$ cat config.mk
export PLATFORM = sky130hd
export DESIGN_NAME = mux_sel_arbiter
export DESIGN_NICKNAME = d
export VERILOG_FILES = /design/src/rtl/mux_sel_arbiter.sv
export SDC_FILE = /design/constraint.sdc
export NUM_CORES = 1
export LEC_CHECK = 0
export BUFFER_PORTS_ARGS = -buffer_cell sky130_fd_sc_hd__buf_2
export CORE_AREA = 3 3 40 42
export CTS_CLUSTER_SIZE = 14
export DETAILED_ROUTE_END_ITERATION = 7
export DIE_AREA = 0 0 43 45
export HOLD_SLACK_MARGIN = 0.02
export PLACE_DENSITY = 0.71
export SYNTH_ARGS = -nofsm -noshare
export SYNTH_HDL_FRONTEND = slang
export SYNTH_SLANG_ARGS = --single-unit
$ cat constraint.sdc
create_clock -name clk -period 2.4 [get_ports clk]
set_input_delay 0.12 -clock clk [delete_from_list [all_inputs] [get_ports clk]]
set_output_delay 0.12 -clock clk [all_outputs]
set_load 0.02 [all_outputs]
$ cat src/rtl/mux_sel_arbiter.sv
// Two-channel valid/ready merger feeding a 2:1 mux: burst-limited round-robin
// arbitration into a single registered output word; sel names the word's owner.
module mux_sel_arbiter #(
  parameter int WIDTH     = 1,
  parameter int MAX_BURST = 4
) (
  input  logic             clk,
  input  logic             rst_n,
  input  logic             a_valid,
  input  logic [WIDTH-1:0] a_data,
  output logic             a_ready,
  input  logic             b_valid,
  input  logic [WIDTH-1:0] b_data,
  output logic             b_ready,
  output logic             y_valid,
  output logic [WIDTH-1:0] y_data,
  input  logic             y_ready,
  output logic             sel
);

  localparam int CW = $clog2(MAX_BURST + 1);
  localparam logic [CW-1:0] CNT_MAX = CW'(MAX_BURST);

  localparam logic [1:0] IDLE  = 2'd0;
  localparam logic [1:0] OWN_A = 2'd1;
  localparam logic [1:0] OWN_B = 2'd2;

  logic [1:0]    state;
  logic [CW-1:0] cnt;
  logic          grant_a;
  logic          grant_b;
  logic          load_en;
  logic          burst_open;

  assign burst_open = (cnt < CNT_MAX);
  assign load_en    = !y_valid || y_ready;

  // The current owner keeps the grant only while the burst budget lasts and
  // the other side is also asking; a lone requester always wins.
  always_comb begin
    grant_a = 1'b0;
    grant_b = 1'b0;
    case (state)
      OWN_A: begin
        if (a_valid && b_valid) begin
          grant_a = burst_open;
          grant_b = !burst_open;
        end else begin
          grant_a = a_valid;
          grant_b = b_valid;
        end
      end
      OWN_B: begin
        if (a_valid && b_valid) begin
          grant_b = burst_open;
          grant_a = !burst_open;
        end else begin
          grant_a = a_valid;
          grant_b = b_valid;
        end
      end
      default: begin
        grant_a = a_valid;
        grant_b = b_valid && !a_valid;
      end
    endcase
  end

  assign a_ready = rst_n && load_en && grant_a;
  assign b_ready = rst_n && load_en && grant_b;

  always_ff @(posedge clk) begin
    if (!rst_n) begin
      state   <= IDLE;
      cnt     <= '0;
      y_valid <= 1'b0;
      y_data  <= '0;
      sel     <= 1'b0;
    end else if (load_en) begin
      if (a_ready) begin
        y_valid <= 1'b1;
        y_data  <= a_data;
        sel     <= 1'b1;
        if (state == OWN_A) begin
          if (cnt != CNT_MAX) cnt <= cnt + 1'b1;
        end else begin
          state <= OWN_A;
          cnt   <= CW'(1);
        end
      end else if (b_ready) begin
        y_valid <= 1'b1;
        y_data  <= b_data;
        sel     <= 1'b0;
        if (state == OWN_B) begin
          if (cnt != CNT_MAX) cnt <= cnt + 1'b1;
        end else begin
          state <= OWN_B;
          cnt   <= CW'(1);
        end
      end else begin
        y_valid <= 1'b0;
      end
    end
  end

endmodule

==> results.yml <==
setup_path:
  crit_path_cell_trace: "inv_1 -> ha_1 -> or2_1 -> a31o_2 -> a2bb2oi_2 -> nor3_1 -> or4b_1"
  cp.arrival_ps: 2190
  reg2reg_slack_ps: 330
  reg2regPathDepth: 7
  crit_fanout: 6
  critPathCaptureType: "register"
  critPathKind: "reg2reg"
  path_delay_family: "simple AND/OR/NAND/NOR gates"
  cp_slowest_cell: "or4b_1"
  required_ps: 2530
  crit_path_launch_type: "register"
  cp.depth: 7
  critPathBufInv: 1
  critical-path-max-stage-delay_ps: 450
route:
  wire_per_inst_um: 11.9
  via_count_of_the_routed_design: 462
  drt_wl_total_um: 1050
  antenna_left: 0
  post_route_drc: 0
  drt-pass1-iter-count: 4
  drt_iter0_drc: 5
  routed_via_density: 5.25
yosys:
  post-synth-top-area-cell: "dfxtp_1"
  yosys_warnings: 0
  synth_top_family_by_area: "simple AND/OR/NAND/NOR gates"
  ys_ff_latch: 8
  synth_fp_nets: 69
  yosysSeqAreaShare_pct: 31.3
  synth_compound_gate_area_share_pct: 22.0
  netlist_area_um2: 512
  yosysTopAreaCellShare_pct: 31.3
  post_synth_and_or_nand_nor_area_fraction_pct: 29.8
  synth_cells: 58
  synth-xor-area-share_pct: 0
  synth_cell_types: 28
  yosys-mux-area-fraction_pct: 1.96
  synth_area_per_cell_um2: 8.82
  post_synth_fa_ha_maj_area_fraction_pct: 9.78
  ys_top_cells_by_area: "dfxtp_1 (31%), ha_1 (9.8%), inv_1 (5.1%), nand4bb_1 (4.4%), nand4b_1 (3.4%)"
placed_design:
  dpl_ws_ps: 346
  place_congestion: 0.856
  dpl.hpwl_um: 835
  number_of_port_buffers: 11
grt:
  global_route.usage.total_pct: 12.5
  grt_first_pass_wirelength_um: 1780
  grt_pass1_vias: 438
  maximum_number_of_pins_on_one_net_before_global_route_repair: 9
  grt-ovfl-total: 0
  grt_antenna_before_repair: 0
cts:
  clk_transition_reported_paths_ps: 50
  post-cts-setup-buffer-count: 0
  cts.repair.resized: 0
  clock_tree.htree_level_count: 1
  clk_latency_ps: 250
  cts.sink_count: 8
  cts-root-buf: "clkbuf_4"
  clock_tree_from_tritoncts: "done"
  numCtsBuffers: 3
  ctsHoldBuffers: 0
  clockBufferDepth: 2
final_layout:
  num_antenna_cells: 0
  area_delta_synth_final_pct: 20.3
  drive_above_1_share_pct: 30.1
  utilization_pct: 47.9
  count_of_nets_after_finishing: 86
floorplan:
  core_um2: 1280
  chipHeight_um: 45
  ios: 12
  floorplan.initialDensity_pct: 39.8
  std_cell_rows: 13
  floorplan.die_area_um2: 1940
  die_w_um: 43
power_and_ir_drop:
  post-layout-total-power_w: 0.000383
  cellLeakagePower_nw: 0.276
  peakVddDrop_mv: 0.304
  powerDensity_nw_per_um2: 621
flow_run:
  maxCapViolCount: 0
timing:
  tightestPinTransition_ps: 310
  worst_slew_margin_rel_pct: 79.3
  timing.clock.skew_ps: 2.05
  fin_crit_ps: 2070
  timing.final.crit_share_pct: 86.1
  maxSlewViolCount: 0
  timing.final.hold_violations: 0
  setup_viol: 0
  final_critical_path_setup_slack_ps: 334
  grt_setup_unrepaired: "no"
  fin_tns_setup_ps: 0
  max_freq_ghz: 0.484
status:
  status: "completed"
hold_path:
  hp-class: "in2reg"
  number_of_cells_on_the_worst_hold_path: 3
==> synthesized netlist by cell type <==
| master | n |
|---|---|
| or2_1 | 1 |
| nand4bb_1 | 2 |
| nand3b_1 | 1 |
| nor2_1 | 4 |
| nand2b_1 | 1 |
| o21ai_0 | 3 |
| mux2i_1 | 1 |
| or3b_1 | 1 |
| a211oi_1 | 1 |
| a21oi_1 | 3 |
| nand3_1 | 2 |
| a2111oi_2 | 1 |
| a211o_1 | 1 |
| o211ai_1 | 1 |
| or4b_1 | 1 |
| nor3_1 | 2 |
| nand4b_1 | 2 |
| dfxtp_1 | 8 |
| a31o_2 | 1 |
| and4_2 | 1 |
| nand2_1 | 4 |
| inv_1 | 7 |
| a2bb2oi_2 | 1 |
| ha_1 | 4 |
| or2_2 | 1 |
| o21a_1 | 1 |
| a31oi_2 | 1 |
| and2_2 | 1 |
==> state kept, by name (all words and copies together), names as in the netlist <==
signal and flops:
cnt 3, y_data 1, sel 1, state 2
y_valid 1
==> layout by cell type (no fill, tap or decap) <==
cell	count
o21a_1	1
buf_2	11
nor3_1	2
nand2b_1	1
a21oi_1	3
or2_2	1
nand3b_1	1
a211oi_1	1
a2bb2oi_2	1
inv_1	7
a2111oi_2	1
a31o_2	1
o21ai_0	3
and2_2	1
and4_2	1
clkbuf_4	3
or2_1	1
nand4bb_1	2
a31oi_2	1
or4b_1	1
nand2_1	4
nand3_1	2
or3b_1	1
o211ai_1	1
ha_1	4
buf_4	1
nand4b_1	2
nor2_1	4
a211o_1	1
dfxtp_1	8
mux2i_1	1
==> power breakdown <==
part / switching (W) / total, W / internal (W)
clock: 0.0000437 / 0.000101 / 0.0000571
sequential: 0.0000129 / 0.000162 / 0.000150
combinational: 0.0000640 / 0.000119 / 0.0000552
total: 0.000121 / 0.000383 / 0.000262
==> metal layers <==
metal  global-route usage [%]  routed length, µm
met1                     17.1                531
met2                     17.4                470
met3                     3.59                 31
met4                     7.23                 16
met5                        0                  0
==> cell type report <==
cell class,instances,area (µm²)
clock buffers,3,22.5
multi-input cells,43,325
fillers,126,669
inverters,7,26.3
flip-flops and latches,8,160
repair buffers,12,62.6
well taps,15,18.8
==> worst paths after layout <==
kind | startpoint | end
setup / recovery | state[0] | cnt[0]
hold / removal | rst_n | state[0]
setup reg to reg | state[0] | cnt[0]
hold reg to reg | sel | sel
==> metrics by stage <==
stage,std cells,instance area (µm²),hold slack [ps]
detailed placement,85,593,422
CTS,88,616,158
global route,88,616,188
finish,88,616,163
global placement,85,593,418
floorplan,58,512,256
==> worst min-delay path, stage by stage <==
cell and delay [ps]:
buf_2 130, o21ai_0 70, nor2_1 40
==> cell families after synthesis <==
kind of cell	count (synthesis)
simple gates	24
compound gates	14
flops	8
buf+inv	7
fa+ha+maj	4
mux	1
No activity file was read; power rests on OpenSTA's default activity.
